===== config.mk =====
export PLATFORM = sky130hd
export DESIGN_NAME = jk_bank_sequencer_flat
export DESIGN_NICKNAME = d
export VERILOG_FILES = /design/src/rtl/jk_bank_sequencer_if.sv /design/src/rtl/jk_bank_sequencer.sv /design/src/flat_wrapper.sv
export SDC_FILE = /design/constraint.sdc
export NUM_CORES = 1
export LEC_CHECK = 0
export CAP_MARGIN = 15
export CORE_MARGIN = 2
export CORE_UTILIZATION = 25
export CTS_BUF_LIST = sky130_fd_sc_hd__clkbuf_4
export CTS_CLUSTER_SIZE = 24
export DETAILED_ROUTE_END_ITERATION = 6
export PLACE_DENSITY = 0.62
export RECOVER_POWER = 100
export SYNTH_ARGS = -nofsm -noshare
export SYNTH_HDL_FRONTEND = slang
export SYNTH_SLANG_ARGS = --single-unit

===== constraint.sdc =====
create_clock -name clk -period 2.4 [get_ports clk]
set_input_delay 0.36 -clock clk [delete_from_list [all_inputs] [get_ports clk]]
set_output_delay 0.36 -clock clk [all_outputs]
set_load 0.02 [all_outputs]

===== src/rtl/jk_bank_sequencer_if.sv =====
// ---------------------------------------------------------------------------
// jk_bank_sequencer_if
// Command bus between the requesters and the JK bank sequencer.
//   req_valid  per-requester command valid
//   req_ready  per-requester accept (one-hot or zero)
//   req_op     per-requester op, slice i = [2i+1:2i]
//              (00 hold, 01 reset, 10 set, 11 toggle)
//   req_addr   per-requester target bit index, slice i = [AW*i +: AW]
//   req_cnt    per-requester repeat count, slice i = [CNT_W*i +: CNT_W]
// master: requester side, slave: sequencer side.
// ---------------------------------------------------------------------------
interface jk_bank_sequencer_if #(
  parameter int NREQ  = 4,
  parameter int AW    = 3,
  parameter int CNT_W = 4
);
  logic [NREQ-1:0]       req_valid;
  logic [NREQ-1:0]       req_ready;
  logic [2*NREQ-1:0]     req_op;
  logic [AW*NREQ-1:0]    req_addr;
  logic [CNT_W*NREQ-1:0] req_cnt;

  modport master (
    output req_valid,
    output req_op,
    output req_addr,
    output req_cnt,
    input  req_ready
  );

  modport slave (
    input  req_valid,
    input  req_op,
    input  req_addr,
    input  req_cnt,
    output req_ready
  );
endinterface


===== src/rtl/jk_bank_sequencer.sv =====
// ---------------------------------------------------------------------------
// jk_bank_sequencer
// Round-robin arbiter plus sequencer for a WIDTH-bit bank of JK cells.
// One command is accepted per IDLE cycle; the accepted op is applied to
// q[addr] for cnt clock edges (cnt 0 counts as 1), then done pulses.
// Ports:
//   clk       single clock, rising edge
//   rst       synchronous active-high reset
//   bus       command bus (slave modport of jk_bank_sequencer_if)
//   q         JK bank contents
//   busy      high while a command executes
//   grant_id  requester owning the current or last command
//   done      one-cycle pulse after the final apply edge
//   err       pulse with done when the command's addr was >= WIDTH
// ---------------------------------------------------------------------------
module jk_bank_sequencer #(
  parameter int NREQ  = 4,
  parameter int WIDTH = 8,
  parameter int AW    = 3,
  parameter int CNT_W = 4
) (
  input  logic                     clk,
  input  logic                     rst,
  jk_bank_sequencer_if.slave       bus,
  output logic [WIDTH-1:0]         q,
  output logic                     busy,
  output logic [$clog2(NREQ)-1:0]  grant_id,
  output logic                     done,
  output logic                     err
);

  localparam int GW = $clog2(NREQ);

  typedef enum logic [0:0] {
    ST_IDLE = 1'b0,
    ST_EXEC = 1'b1
  } state_t;

  state_t            state_r;
  state_t            state_nxt_s;

  logic [GW-1:0]     last_grant_r;
  logic [GW-1:0]     grant_r;
  logic [GW-1:0]     sel_s;
  logic              found_s;
  logic              accept_s;
  logic              last_edge_s;
  logic [NREQ-1:0]   ready_s;

  logic [1:0]        sel_op_s;
  logic [AW-1:0]     sel_addr_s;
  logic [CNT_W-1:0]  sel_cnt_s;
  logic [CNT_W-1:0]  cap_cnt_s;

  logic [1:0]        op_r;
  logic [AW-1:0]     addr_r;
  logic [CNT_W-1:0]  remaining_r;
  logic              in_range_s;

  logic [WIDTH-1:0]  q_r;
  logic [WIDTH-1:0]  q_nxt_s;
  logic              done_r;
  logic              err_r;

  // Characteristic equation of a JK cell: Q+ = J&~Q | ~K&Q.
  function automatic logic jk_next(input logic j, input logic k, input logic qc);
    return (j & ~qc) | (~k & qc);
  endfunction

  // Round-robin search: first valid requester above last_grant, wrapping.
  always_comb begin
    found_s = 1'b0;
    sel_s   = '0;
    for (int k = 1; k <= NREQ; k++) begin
      if (!found_s && bus.req_valid[(int'(last_grant_r) + k) % NREQ]) begin
        found_s = 1'b1;
        sel_s   = GW'((int'(last_grant_r) + k) % NREQ);
      end else begin
        sel_s   = sel_s;
      end
    end
  end

  // Payload of the selected requester; a zero count still applies once.
  always_comb begin
    sel_op_s   = bus.req_op[2*int'(sel_s) +: 2];
    sel_addr_s = bus.req_addr[AW*int'(sel_s) +: AW];
    sel_cnt_s  = bus.req_cnt[CNT_W*int'(sel_s) +: CNT_W];
    if (sel_cnt_s == {CNT_W{1'b0}}) begin
      cap_cnt_s = {{(CNT_W-1){1'b0}}, 1'b1};
    end else begin
      cap_cnt_s = sel_cnt_s;
    end
  end

  // Next-state and handshake decode; ready is held low while rst is high.
  always_comb begin
    state_nxt_s = state_r;
    ready_s     = '0;
    accept_s    = 1'b0;
    last_edge_s = 1'b0;
    case (state_r)
      ST_IDLE: begin
        if (found_s && !rst) begin
          ready_s     = {{(NREQ-1){1'b0}}, 1'b1} << sel_s;
          accept_s    = 1'b1;
          state_nxt_s = ST_EXEC;
        end else begin
          state_nxt_s = ST_IDLE;
        end
      end
      ST_EXEC: begin
        // remaining is never 0 here; <= keeps a corrupted count from locking up.
        if (remaining_r <= {{(CNT_W-1){1'b0}}, 1'b1}) begin
          last_edge_s = 1'b1;
          state_nxt_s = ST_IDLE;
        end else begin
          state_nxt_s = ST_EXEC;
        end
      end
      default: begin
        state_nxt_s = ST_IDLE;
      end
    endcase
  end

  // Apply the active op to the addressed cell only; out-of-range matches no cell.
  always_comb begin
    in_range_s = (int'(addr_r) < WIDTH);
    q_nxt_s    = q_r;
    for (int b = 0; b < WIDTH; b++) begin
      if ((state_r == ST_EXEC) && (addr_r == AW'(b))) begin
        q_nxt_s[b] = jk_next(op_r[1], op_r[0], q_r[b]);
      end else begin
        q_nxt_s[b] = q_r[b];
      end
    end
  end

  // FSM state register.
  always_ff @(posedge clk) begin
    if (rst) begin
      state_r <= ST_IDLE;
    end else begin
      state_r <= state_nxt_s;
    end
  end

  // Command capture, repeat counter, bank contents and completion pulses.
  always_ff @(posedge clk) begin
    if (rst) begin
      q_r          <= '0;
      op_r         <= 2'b00;
      addr_r       <= '0;
      remaining_r  <= '0;
      last_grant_r <= GW'(NREQ - 1);
      grant_r      <= '0;
      done_r       <= 1'b0;
      err_r        <= 1'b0;
    end else begin
      q_r    <= q_nxt_s;
      done_r <= last_edge_s;
      err_r  <= last_edge_s & ~in_range_s;
      if (accept_s) begin
        op_r         <= sel_op_s;
        addr_r       <= sel_addr_s;
        remaining_r  <= cap_cnt_s;
        last_grant_r <= sel_s;
        grant_r      <= sel_s;
      end else if (state_r == ST_EXEC) begin
        remaining_r  <= remaining_r - {{(CNT_W-1){1'b0}}, 1'b1};
      end else begin
        remaining_r  <= remaining_r;
      end
    end
  end

  assign bus.req_ready = ready_s;
  assign q             = q_r;
  assign busy          = (state_r == ST_EXEC);
  assign grant_id      = grant_r;
  assign done          = done_r;
  assign err           = err_r;

endmodule


===== src/flat_wrapper.sv =====
// flat-port wrapper written by rule: the top's interface ports become plain ports
module jk_bank_sequencer_flat 
#(
  parameter int NREQ  = 4,
  parameter int WIDTH = 8,
  parameter int AW    = 3,
  parameter int CNT_W = 4
)
  (clk, rst, q, busy, grant_id, done, err, bus_req_valid, bus_req_op, bus_req_addr, bus_req_cnt, bus_req_ready);
  jk_bank_sequencer_if #(.NREQ(NREQ), .AW(AW), .CNT_W(CNT_W)) bus_i ();
  input  logic clk;
  input  logic rst;
  output logic [WIDTH-1:0] q;
  output logic busy;
  output logic [$clog2(NREQ)-1:0] grant_id;
  output logic done;
  output logic err;
  input wire logic [$bits(bus_i.req_valid)-1:0] bus_req_valid;
  input wire logic [$bits(bus_i.req_op)-1:0] bus_req_op;
  input wire logic [$bits(bus_i.req_addr)-1:0] bus_req_addr;
  input wire logic [$bits(bus_i.req_cnt)-1:0] bus_req_cnt;
  output wire logic [$bits(bus_i.req_ready)-1:0] bus_req_ready;
  assign bus_i.req_valid = bus_req_valid;
  assign bus_i.req_op = bus_req_op;
  assign bus_i.req_addr = bus_req_addr;
  assign bus_i.req_cnt = bus_req_cnt;
  assign bus_req_ready = bus_i.req_ready;
  jk_bank_sequencer #(.NREQ(NREQ), .WIDTH(WIDTH), .AW(AW), .CNT_W(CNT_W)) u_core (.clk(clk), .rst(rst), .bus(bus_i), .q(q), .busy(busy), .grant_id(grant_id), .done(done), .err(err));
endmodule

==> run metrics, run 1 <==
Via-to-Cell Ratio 4.56; met3 usage 2.87%; Residual DRC 0; Post-Place Cell Area 2140 µm²; Port Buffer Count 57; Syn Inst Count 162; WP data arrival 1.91 ns; Final Instance Area 2170 µm²; max frequency 440 MHz; sequential share of the synthesized area 33.0%; H-tree depth 1; Cell Area, Synth 1390 µm²; crit-path cells clkdlybuf4s50_1 > nor2_1 > nor3_1 > a211oi_4 > buf_4 > nor2_1 > dlygate4sd2_1; Reg clk slew, reported paths 0.12 ns; status finished, final reports clean; share of cells above drive strength 1 13.9%; Layout Nets 275; Netlist cell types 35; CTS tree yes; peak per-stage delay on the critical path 0.55 ns; Initial Util 25.6%; Final Critical Period 2.27 ns; Non-Filler Instances 302; Avg WL per Cell 11.0 µm; overall via count from detail_route 1378; initial antenna violation count 0; Final ANT Viol Nets 0; Die Wd 78.7 µm; r2r setup slk 0.35 ns; Die Span Y 78.7 µm; Setup CP Type in -> out; Ports 59; Yosys warning count 0; # rows 27; LEAKAGE 0.857 nW; endpoints failing hold 0; maximum VDD drop 243 µV; slew margin rel. 58.5%; FF+latch count, synth 23; diodes inserted 0; grt met2 use 21.5%; setup TNS 0 ns; vias in the first global route 1346; syn nets 206; clk buf depth 2; GR Util All Layers 11.3%; area growth from synthesis to layout 55.9%; drt pass-1 iters 4; pre-CTS setup slack -0.218 ns; Mapped Avg Cell Area 8.60 µm²; Core Region 5440 µm²; Cells after DPL 298; Clock Skew 0.00126 ns; global-route wire length before repair 5690 µm; postcts setup bufs 0; Final setup viols 0; top cells by area, synth dfxtp_1, mux2i_1, nand2b_1; Filler Cell Count 539; Hold Path Class reg -> reg; GR Overflow Total 0; Final HPWL DP 2740 µm; max cap viols 0; Synth area leader dfxtp_1; Max Slew Vio Count 0; Tcrit/Tclk final 94.8%; crit start category primary input; unrepaired setup endpoints after global routing yes; count of clock tree sinks 23; Slew @ Worst Pin 0.623 ns; post-synth top area share 33.0%; Routed WL 3330 µm; routability-driven placement congestion ratio 0.771; Crit. End Element output port; Worst Path Required 2.04 ns; largest net degree at the start of global routing 24; Clock Latency Late Sink 0.30 ns; clock root buffer master clkbuf_4; busiest grt layer met2; Max FO, Critical Path 5; PwrDens 528 nW/µm²; die area 6190 µm²; Worst path most repeated cell nor2_1; slowest CP cell clkdlybuf4s50_1; final setup margin 0.125 ns; met1 Use GR 12.6%; Initial DRC Count 50; Inserted Clock Buffers 3
-- what timing repair did --
action | 4_1_cts | 5_1_grt
pin swaps | 0 | 0
endpoints found under the setup margin | 4 | 3
hold buffers | 0 | 0
resized for setup | 5 | 1
-- Yosys cell counts --
master / number
a211oi_4: 1
mux2_2: 6
dfxtp_1: 23
o311a_1: 1
nor4_1: 3
o211ai_1: 5
o31ai_1: 2
conb_1: 1
a21o_1: 1
a2111oi_4: 1
or3b_2: 1
ha_1: 2
or3_1: 8
inv_1: 4
nor2_1: 12
clkbuf_1: 3
nor3b_1: 2
o21ai_0: 13
nand3b_1: 2
nand2b_2: 1
nor3_1: 3
nand2_1: 9
a31oi_1: 1
a221oi_1: 2
buf_2: 1
buf_1: 2
o21ai_2: 1
mux2i_1: 16
o31a_1: 1
buf_4: 2
nand3_1: 1
nand2b_1: 15
a21oi_1: 14
o21a_1: 1
a211oi_2: 1
-- cells in the final DEF (no fill, tap or decap), types with 3 or more instances in the layout --
cell type and count:
mux2i_1 16, nor2_1 12, dfxtp_1 23, mux2_2 6, buf_4 14, nand2_1 9
or3_1 8, nand2b_1 15, inv_1 4, o21ai_0 13, nor4_1 3, clkdlybuf4s50_1 42
a21oi_1 14, o211ai_1 5, dlygate4sd2_1 4, clkbuf_4 4, dlygate4sd3_1 11
-- power by group --
part / leakage [nW] / internal (mW) / total [mW] / switching, mW
combinational: 0.649 / 0.265 / 0.482 / 0.217
clock: 0.0184 / 0.0761 / 0.188 / 0.111
sequential: 0.189 / 0.430 / 0.478 / 0.0473
total: 0.857 / 0.771 / 1.15 / 0.376
-- per-stage QoR --
step | hold WS, ns | utilization (%) | total power [mW]
finish | 0.483 | 40.0 | 1.15
global route | 0.510 | 40.0 | 1.24
CTS | 0.487 | 39.9 | 1.17
detailed placement | 0.467 | 39.4 | 0.980
global placement | 0.460 | 39.4 | 0.976
floorplan | 0.462 | - | 0.771
-- cell type report --
| cell class | instances | area (µm²) | area share, % |
|---|---|---|---|
| Inverter | 4 | 15.0 | 0.691 |
| Timing Repair Buffer | 72 | 674 | 31.0 |
| Tap cell | 72 | 90.1 | 4.15 |
| Multi-Input combinational cell | 127 | 903 | 41.6 |
| Clock buffer | 4 | 30.0 | 1.38 |
| Sequential cell | 23 | 460 | 21.2 |
-- cell families after synthesis --
group | after synthesis | share of synthesized area [%]
simple gates | 57 | 22.2
compound gates | 45 | 22.5
flops | 23 | 33.0
mux | 22 | 16.3
buf+inv | 12 | 3.86
fa+ha+maj | 2 | 1.80
other cells | 1 | 0.269
-- worst max-delay path, delay by kind of cell --
family | cells | cell delay (ns)
buf+inv | 3 | 1.03
simple gates | 3 | 0.44
compound gates | 1 | 0.08
-- layer usage --
| layer | vias to the layer above | wire (µm) | part of all wire [%] |
|---|---|---|---|
| met1 | 618 | 1490 | 45 |
| met5 | - | 0 | 0 |
| met2 | 39 | 1670 | 50 |
| met3 | 2 | 150 | 4.5 |
| met4 | 0 | 18 | 0.54 |
| li1 | 719 | - | - |
-- final timing paths --
kind | from | cells after the start | end
worst min-delay path | u_core.grant_id[1] | 2 | u_core.grant_id[1]
worst max register to register | u_core.last_grant_r[1] | 7 | u_core.remaining_r[0]
worst min register to register | u_core.grant_id[1] | 2 | u_core.grant_id[1]
worst max-delay path | bus_req_valid[3] | 7 | bus_req_ready[3]
-- flip-flops by register name (all words and copies together) (netlist names) --
register             flops
u_core.remaining_r       4
u_core.busy              1
u_core.addr_r            3
u_core.grant_id          2
u_core.q                 8
u_core.last_grant_r      2
u_core.op_r              2
u_core.done              1
Power figures use the tool's default switching activity.
==> run 2: changes to the inputs <==
- CTS_CLUSTER_DIAMETER: default -> 100
- RECOVER_POWER: 100 -> default
- SLEW_MARGIN: default -> 20
==> run metrics, run 2 (same netlist as run 1, synthesis figures left out) <==
Worst path most repeated cell nor2_1; overall via count from detail_route 1382; GR Util All Layers 11.3%; Worst Path Buf+Inv 3; clk buf depth 2; Initial Util 25.6%; Hold Buf Count CTS 0; Avg WL per Cell 11.0 µm; Die Span Y 78.7 µm; Reg2Reg Depth 7; clock power share 16.3%; Inserted Clock Buffers 3; maximum VDD drop 243 µV; # rows 27; vias in the first global route 1346; Layout Nets 275; Hold Path Sink u_core.grant_id[1]; slowest CP cell clkdlybuf4s50_1; Final ANT Viol Nets 0; Routed WL 3330 µm; unrepaired setup endpoints after global routing yes; Max FO, Critical Path 5; P_sw 0.377 mW; Clock Latency Late Sink 0.30 ns; most frequent cells in the layout clkdlybuf4s50_1, dfxtp_1, mux2i_1; Setup CP Type in -> out; Comb pwr share 42.3%; Hold Crit Depth 2; Hold Path Class reg -> reg; CTS tree yes; status finished, final reports clean; Post-Place Cell Area 2140 µm²; routability-driven placement congestion ratio 0.771; Final HPWL DP 2740 µm; crit start category primary input; peak per-stage delay on the critical path 0.55 ns; Final Critical Period 2.27 ns; LEAKAGE 0.824 nW; die area 6190 µm²; diodes inserted 0; largest net degree at the start of global routing 24; Util after Layout 40.0%; hold_sp u_core.grant_id[1]; Reg clk slew, reported paths 0.12 ns; Max Slew Vio Count 0; crit-path cells clkdlybuf4s50_1 > nor2_1 > nor3_1 > a211oi_4 > buf_4 > nor2_1 > dlygate4sd2_1; Worst Path Required 2.04 ns; Core Region 5440 µm²; Residual DRC 0; WP data arrival 1.91 ns; Ports 59; endpoints failing hold 0; max cap viols 0; drt pass-1 iters 4; count of clock tree sinks 23; Die Wd 78.7 µm; initial antenna violation count 0; GR Overflow Total 0; Via-to-Cell Ratio 4.58; r2r setup slk 0.35 ns; Pint 0.776 mW; Tcrit/Tclk final 94.8%; global-route wire length before repair 5690 µm; share of cells above drive strength 1 14.3%; clock root buffer master clkbuf_4; Crit. End Element output port; postcts setup bufs 0; commonest non-fill, non-tap cell in the layout clkdlybuf4s50_1; max frequency 440 MHz; Final Instance Area 2180 µm²; sequential power share 41.4%; Switching Fraction 32.7%; Worst R2R End u_core.remaining_r[0]; max reg flops 8; Final setup viols 0; Initial DRC Count 49; PwrDens 530 nW/µm²; area growth from synthesis to layout 56.2%; crit-path leading delay family buffers and inverters; H-tree depth 1; Clock Skew 0.000461 ns; Port Buffer Count 57; R2R Path Start u_core.last_grant_r[1]
## run 2: area by class of cell
type                    count  area (µm²)
clock buffers               4        30.0
fillers                   540        3260
repair buffers             72         678
multi-input cells         127         903
inverters                   4        15.0
well taps                  72        90.1
flip-flops and latches     23         460
## run 2: how the worst max path moves through the flow
stage / startpoint / endpoint / slack [ns] / depth (start not counted)
floorplan: bus_req_valid[0] / bus_req_ready[2] / 0.36 / 6
global placement: bus_req_valid[3] / bus_req_ready[2] / -0.24 / 7
detailed placement: bus_req_valid[1] / bus_req_ready[0] / -0.22 / 6
CTS: bus_req_valid[3] / bus_req_ready[0] / 0.07 / 7
global route: bus_req_valid[1] / u_core.remaining_r[0] / -0.004 / 8
finish: bus_req_valid[3] / bus_req_ready[3] / 0.13 / 7
## run 2: metal layers
layer	track usage, %	vias up	routed length (µm)
li1	-	722	-
met2	21.5	43	1670
met4	2.11	0	18
met5	0	-	0
met3	2.87	2	153
met1	12.6	615	1480
## run 2: power by group through the flow
stage	Clock [mW]	Combinational [mW]	Sequential [mW]
floorplan	0	0.280	0.491
global placement	0	0.493	0.484
detailed placement	0	0.495	0.485
CTS	0.198	0.493	0.477
global route	0.217	0.538	0.489
finish	0.188	0.487	0.478
## run 2: worst register-to-register path, stage by stage (launching register included)
cell and delay (ns):
dfxtp_1 0.40, o21a_1 0.16, a211oi_4 0.27, buf_4 0.25, mux2i_1 0.21, mux2i_1 0.10
o311a_1 0.39, a2111oi_4 0.18
## run 2: per-stage QoR
step / TNS, ns / cells / setup WS [ns] / hold WS, ns / power (mW)
detailed placement: -1.19 / 298 / -0.218 / 0.467 / 0.980
global placement: -1.18 / 298 / -0.239 / 0.460 / 0.976
finish: 0 / 302 / 0.125 / 0.485 / 1.15
floorplan: 0 / 162 / 0.360 / 0.462 / 0.771
global route: -0.00404 / 302 / -0.00404 / 0.512 / 1.24
CTS: 0 / 302 / 0.0710 / 0.487 / 1.17
## run 2: what timing repair did
action                     CTS  global route
setup endpoints to repair    4             3
resized for setup            5             1
gates cloned                 0             0
